==> src/rtl/mult_pkg.sv <==
// Shared types and helpers for the shift-add multiplier controller.
package mult_pkg;

  typedef enum logic [1:0] {
    IDLE = 2'd0,
    LOAD = 2'd1,
    OP   = 2'd2,
    DONE = 2'd3
  } mult_state_t;

  // Iteration counter width: holds n-1 at most.
  function automatic int cnt_width(input int n);
    return $clog2(n);
  endfunction

endpackage

==> src/rtl/mult_iter_counter.sv <==
// Down-counter for the n multiplier iterations: loads n-1, decrements to 0 and stops.
module mult_iter_counter
  import mult_pkg::*;
#(
  parameter int n = 4
) (
  input  logic                      clock,
  input  logic                      reset,
  input  logic                      load,
  input  logic                      dec,
  output logic [cnt_width(n)-1:0]   count,
  output logic                      zero
);

  localparam int W = cnt_width(n);
  localparam logic [W-1:0] LOAD_VAL = W'(n - 1);

  logic [W-1:0] count_reg;

  always_ff @(posedge clock) begin
    if (reset) begin
      count_reg <= '0;
    end else if (load) begin
      count_reg <= LOAD_VAL;
    end else if (dec && (count_reg != '0)) begin
      // Saturates at zero; the FSM leaves OP on the zero cycle.
      count_reg <= count_reg - 1'b1;
    end
  end

  assign count = count_reg;
  assign zero  = (count_reg == '0);

endmodule

==> src/rtl/mult_control.sv <==
// Sequencer for the n-bit shift-add multiplier: load, n add_shift/shift ops, then done until ack.
// Optional abort input enabled by defining MULT_CONTROL_ABORT_EN.
module mult_control
  import mult_pkg::*;
#(
  parameter int n = 4
) (
  input  logic clock,
  input  logic reset,
  input  logic start,
  input  logic ack,
  input  logic q0,
`ifdef MULT_CONTROL_ABORT_EN
  input  logic abort,
`endif
  output logic reg_load,
  output logic add_shift,
  output logic shift,
  output logic busy,
  output logic done
);

  mult_state_t state_reg;
  mult_state_t state_next;

  logic [cnt_width(n)-1:0] count;
  logic                    cnt_zero;
  logic                    cnt_load;
  logic                    cnt_dec;
  logic                    abort_hit;

  assign cnt_load = (state_reg == LOAD);
  assign cnt_dec  = (state_reg == OP);

  mult_iter_counter #(.n(n)) u_iter_counter (
    .clock (clock),
    .reset (reset),
    .load  (cnt_load),
    .dec   (cnt_dec),
    .count (count),
    .zero  (cnt_zero)
  );

`ifdef MULT_CONTROL_ABORT_EN
  assign abort_hit = abort && ((state_reg == LOAD) || (state_reg == OP));
`else
  assign abort_hit = 1'b0;
`endif

  always_ff @(posedge clock) begin
    if (reset) begin
      state_reg <= IDLE;
    end else begin
      state_reg <= state_next;
    end
  end

  always_comb begin
    state_next = state_reg;
    case (state_reg)
      IDLE: if (start) state_next = LOAD;
      LOAD: state_next = OP;
      OP:   if (cnt_zero) state_next = DONE;
      DONE: if (ack) state_next = IDLE;
      default: state_next = IDLE;
    endcase
    // Abort discards the partial product; reset still wins via the register.
    if (abort_hit) state_next = IDLE;
  end

  always_comb begin
    reg_load  = 1'b0;
    add_shift = 1'b0;
    shift     = 1'b0;
    busy      = 1'b0;
    done      = 1'b0;
    case (state_reg)
      LOAD: begin
        reg_load = 1'b1;
        busy     = 1'b1;
      end
      OP: begin
        busy      = 1'b1;
        add_shift = q0;
        shift     = ~q0;
      end
      DONE: done = 1'b1;
      default: ;
    endcase
  end

endmodule

==> config.mk <==
export PLATFORM = sky130hd
export DESIGN_NAME = mult_control
export DESIGN_NICKNAME = d
export VERILOG_FILES = /design/src/rtl/mult_pkg.sv /design/src/rtl/mult_iter_counter.sv /design/src/rtl/mult_control.sv
export SDC_FILE = /design/constraint.sdc
export NUM_CORES = 1
export LEC_CHECK = 0
export BUFFER_PORTS_ARGS = -buffer_cell sky130_fd_sc_hd__buf_4
export CAP_MARGIN = 20
export CORE_AREA = 2 2 39 41
export CTS_BUF_LIST = sky130_fd_sc_hd__clkbuf_4
export CTS_CLUSTER_SIZE = 30
export DETAILED_ROUTE_END_ITERATION = 6
export DIE_AREA = 0 0 41 43
export PLACE_DENSITY = 0.43
export SLEW_MARGIN = 0
export SYNTH_ARGS = -nofsm -noshare
export SYNTH_HDL_FRONTEND = slang
export SYNTH_SLANG_ARGS = --single-unit
export TNS_END_PERCENT = 30
==> constraint.sdc <==
create_clock -name clock -period 4.11 [get_ports clock]
set_clock_uncertainty 0.2 [all_clocks]
set_input_delay 1.0275 -clock clock [delete_from_list [all_inputs] [get_ports clock]]
set_output_delay 1.0275 -clock clock [all_outputs]
set_load 0.05 [all_outputs]
### Word-level counts from Yosys, hierarchy flattened

Index checks and enable logic that the tools add are counted.

* register bits: 4
* input bits: 5
* output and inout bits: 5
* logic and storage cells: 28

* add/sub/neg operators: 1
* equal/unequal tests: 6
* muxes and demuxes: 11
* bitwise operators: 1
* reduce and logical (&&, ||, !) cells: 7

Operators with widths (number)
* 2-to-1 mux 2 bit: 5
* case mux 2 bit (4 select lines): 1
* != test 2 bit (second input constant): 3
* 2-to-1 mux 1 bit: 5
* == test 2 bit (second input constant): 2
* zero test 2 bit: 2
* nonzero test 2 bit: 2
* AND reduction 3 bit: 1
* == test 2 x 1 -> 1 bit (second input constant): 1
* OR reduction 2 bit: 1
* subtractor 2 x 1 -> 2 bit (second input constant): 1
* logical AND 1 bit: 1
* inverter 1 bit: 1

### Depth between registers and ports, before layout

* depth after elaboration: 4
* gate-level depth with buffers: 5
* mapped depth without buffers: 5

### By module

Synthesis repeated with hierarchy kept, for this count alone.

* cells, all modules: 32
* area total of the unflattened synthesis: 307.8 µm²

By module, submodules not included
* mult_control: instances 1, cells each 20, area each 192.7 µm²
* mult_iter_counter: instances 1, cells each 12, area each 115.1 µm²

### Worst setup path after synthesis

OpenSTA, ideal clock, no wires.

* kind: input-to-output
* start: in q0
* end: out shift
* arrival: 1.717 ns
* required time: 2.883 ns
* slack: 1.166 ns
* stages: 1
* path buffers: 0
* cells stage by stage: nor2b_1

* longest elaborated chain between the ends: 2

Ends and longest elaborated chain
* from (decl): line mult_control.sv:12 `input logic q0,`
* inverter 1 bit: line mult_control.sv:85 `shift = ~q0;`
* 2-to-1 mux 1 bit: line mult_control.sv:77 `case (state_reg)`
* to (decl): line mult_control.sv:18 `output logic shift,`

Every way passes these cells.

### Worst setup path in the final report

* start: in q0
* end: out add_shift

* longest elaborated chain between the ends: 1

Ends and longest elaborated chain
* 2-to-1 mux 1 bit: line mult_control.sv:77
* to (decl): line mult_control.sv:17 `output logic add_shift,`

Every way passes these cells.

==> results_dict.tcl <==
set metrics [dict create \
    min_period_over_period_pct 66.18 \
    core_area_mm2 0.001384 \
    overflow 0 \
    critPathArrivalTime_ps 1490 \
    hold_depth 2 \
    synthArstFlopShare_pct 0 \
    final_max_slew_viol_count 0 \
    hold_viol 0 \
    vdd_drop_max_mv 0.4166 \
    start_kind "primary input" \
    cts_root_buffer "clkbuf_4" \
    std_cell_rows 14 \
    viasPerCell 4.034 \
    critPathCaptureType "primary output" \
    nets 55 \
    avgSynthCellArea_um2 9.551 \
    p_per_area_mw_per_mm2 842.6 \
    ant_nets 0 \
    route.detailed.drc 0 \
    gp_congestion 0.7082 \
    ys.flop_type "dfxtp_1" \
    rsz0062_at_grt "false" \
    pin_count 10 \
    cts_resized 0 \
    drt-initial-drc-count 1 \
    cts_max_path_buffers 2 \
    fin_ws_ps 1390 \
    grt_max_degree 6 \
    htreeDepth 1 \
    ys_types 14 \
    drive_above_1_share_pct 35.71 \
    outcome "finished, final reports clean" \
    setup_tns_ps 0 \
    placed_area_um2 374.1 \
    die_h_um 43 \
    hold_slack_ps 336.8 \
    synthCells 30 \
    die-area_mm2 0.001763 \
    seq_area_frac_synth_pct 27.95 \
    hold_buffers 0 \
    max_freq_ghz 0.3676 \
    cts_tree "done" \
    final_core_util_pct 28.66 \
    die_w_um 41 \
    start_util_pct 20.71 \
    ys_seq_elements 4 \
    timing.final.crit_period_ps 2720 \
    clk-insertion-delay-late_ps 230 \
    grt_pass1_vias 237 \
    clkSinkCount 4 \
    grt_pass1_wl_um 903 \
    dp_hpwl_um 448.9 \
    area_growth_pct 38.43 \
    setup_viol 0 \
    numCtsBuffers 3 \
    drt_pass1_iterations 3 \
    max-slew-margin-rel_pct 81.86 \
    place_ws_ps 1387 \
    worstMarginPinSlew_ps 269.6 \
    yosysWarnings 0 \
    final_cell_area_um2 396.6 \
    track_usage_pct 8.141 \
    diodes 0 \
    required_ps 2880 \
    critical_path_class "primary input to primary output" \
    vias 234 \
    clk_pin_slew_ps 30 \
    synth_fp_nets 41 \
    fillers 150 \
    critical_path_peak_fanout 2 \
    drt-wirelength-per-cell_um 8.879 \
    port_buffers 9 \
    synth_area_um2 286.5 \
    synth_edf_count 0 \
    min_path_type "register to register" \
    cts_setup_buffers 0 \
    p_leak_nw 0.1908 \
    antenna_found_initial 0 \
    drt_wl_total_um 515 \
    cap_violations 0 \
    r2r.worst_path.cells 5 \
]
## area by class of cell
class	count	area [um2]	share of cell area (%)
Sequential cell	4	80.08	20.19
Multi-Input combinational cell	20	183.9	46.37
Tap cell	16	20.02	5.047
Clock buffer	3	22.52	5.678
Timing Repair Buffer	9	67.56	17.03
Inverter	6	22.52	5.678
## Yosys cell counts (2+ instances only)
library cell / n / area [um2]
nor2b_1: 2 / 12.51
a21oi_1: 2 / 10.01
nand2b_1: 2 / 12.51
dfxtp_1: 4 / 80.08
ha_1: 6 / 75.07
inv_1: 6 / 22.52
## per-layer routing
layer	part of all wire (%)	vias up	track usage, %
met3	6.0	0	3.141
li1	-	121	-
met5	0	-	0
met1	39	107	8.387
met4	0	0	10.00
met2	55	6	10.63
## path summary, 6_finish.rpt
| check | startpoint | end | slack [ps] |
|---|---|---|---|
| max | q0 | add_shift | 1390 |
| min | state_reg[1] | state_reg[1] | 340 |
| max reg2reg | state_reg[0] | state_reg[0] | 2430 |
| min reg2reg | state_reg[1] | state_reg[1] | 340 |
## worst max-delay path, cell delays in order
cell and delay, ps:
buf_4 110, and2_2 170, buf_4 180
## cell usage in the layout (no fill, tap or decap), drive strengths merged
master and count:
buf 9, inv 6, nor2b 3, ha 6, a21oi 2, a211oi 1
a211o 1, dfxtp 4, nand2b 2, nor4 1, mux2i 1, clkbuf 3
and2 1, mux2 1, xnor2 1
## power breakdown
part	switching [mW]	total [mW]	internal, mW
Sequential	0.0137	0.0713	0.0577
Clock	0.0141	0.0466	0.0325
Combinational	0.133	0.216	0.0832
Total	0.161	0.334	0.173
## metrics by stage
stage	instances	power, mW
after global routing	58	0.3619
after global placement	55	0.2838
after CTS	58	0.3421
after detailed placement	55	0.2918
final	58	0.3342
after floorplan	30	0.2440
## cells by family (layout without fill, tap and decap cells)
| family | count (synthesis) | count (layout) | synth area share [%] |
|---|---|---|---|
| fa+ha+maj | 6 | 6 | 26.20 |
| xor+xnor | 1 | 1 | 3.057 |
| flops | 4 | 4 | 27.95 |
| mux | 2 | 2 | 7.423 |
| buf+inv | 6 | 18 | 7.860 |
| compound gates | 4 | 4 | 9.172 |
| simple gates | 7 | 7 | 18.34 |
(Power assumes the default switching activity.)
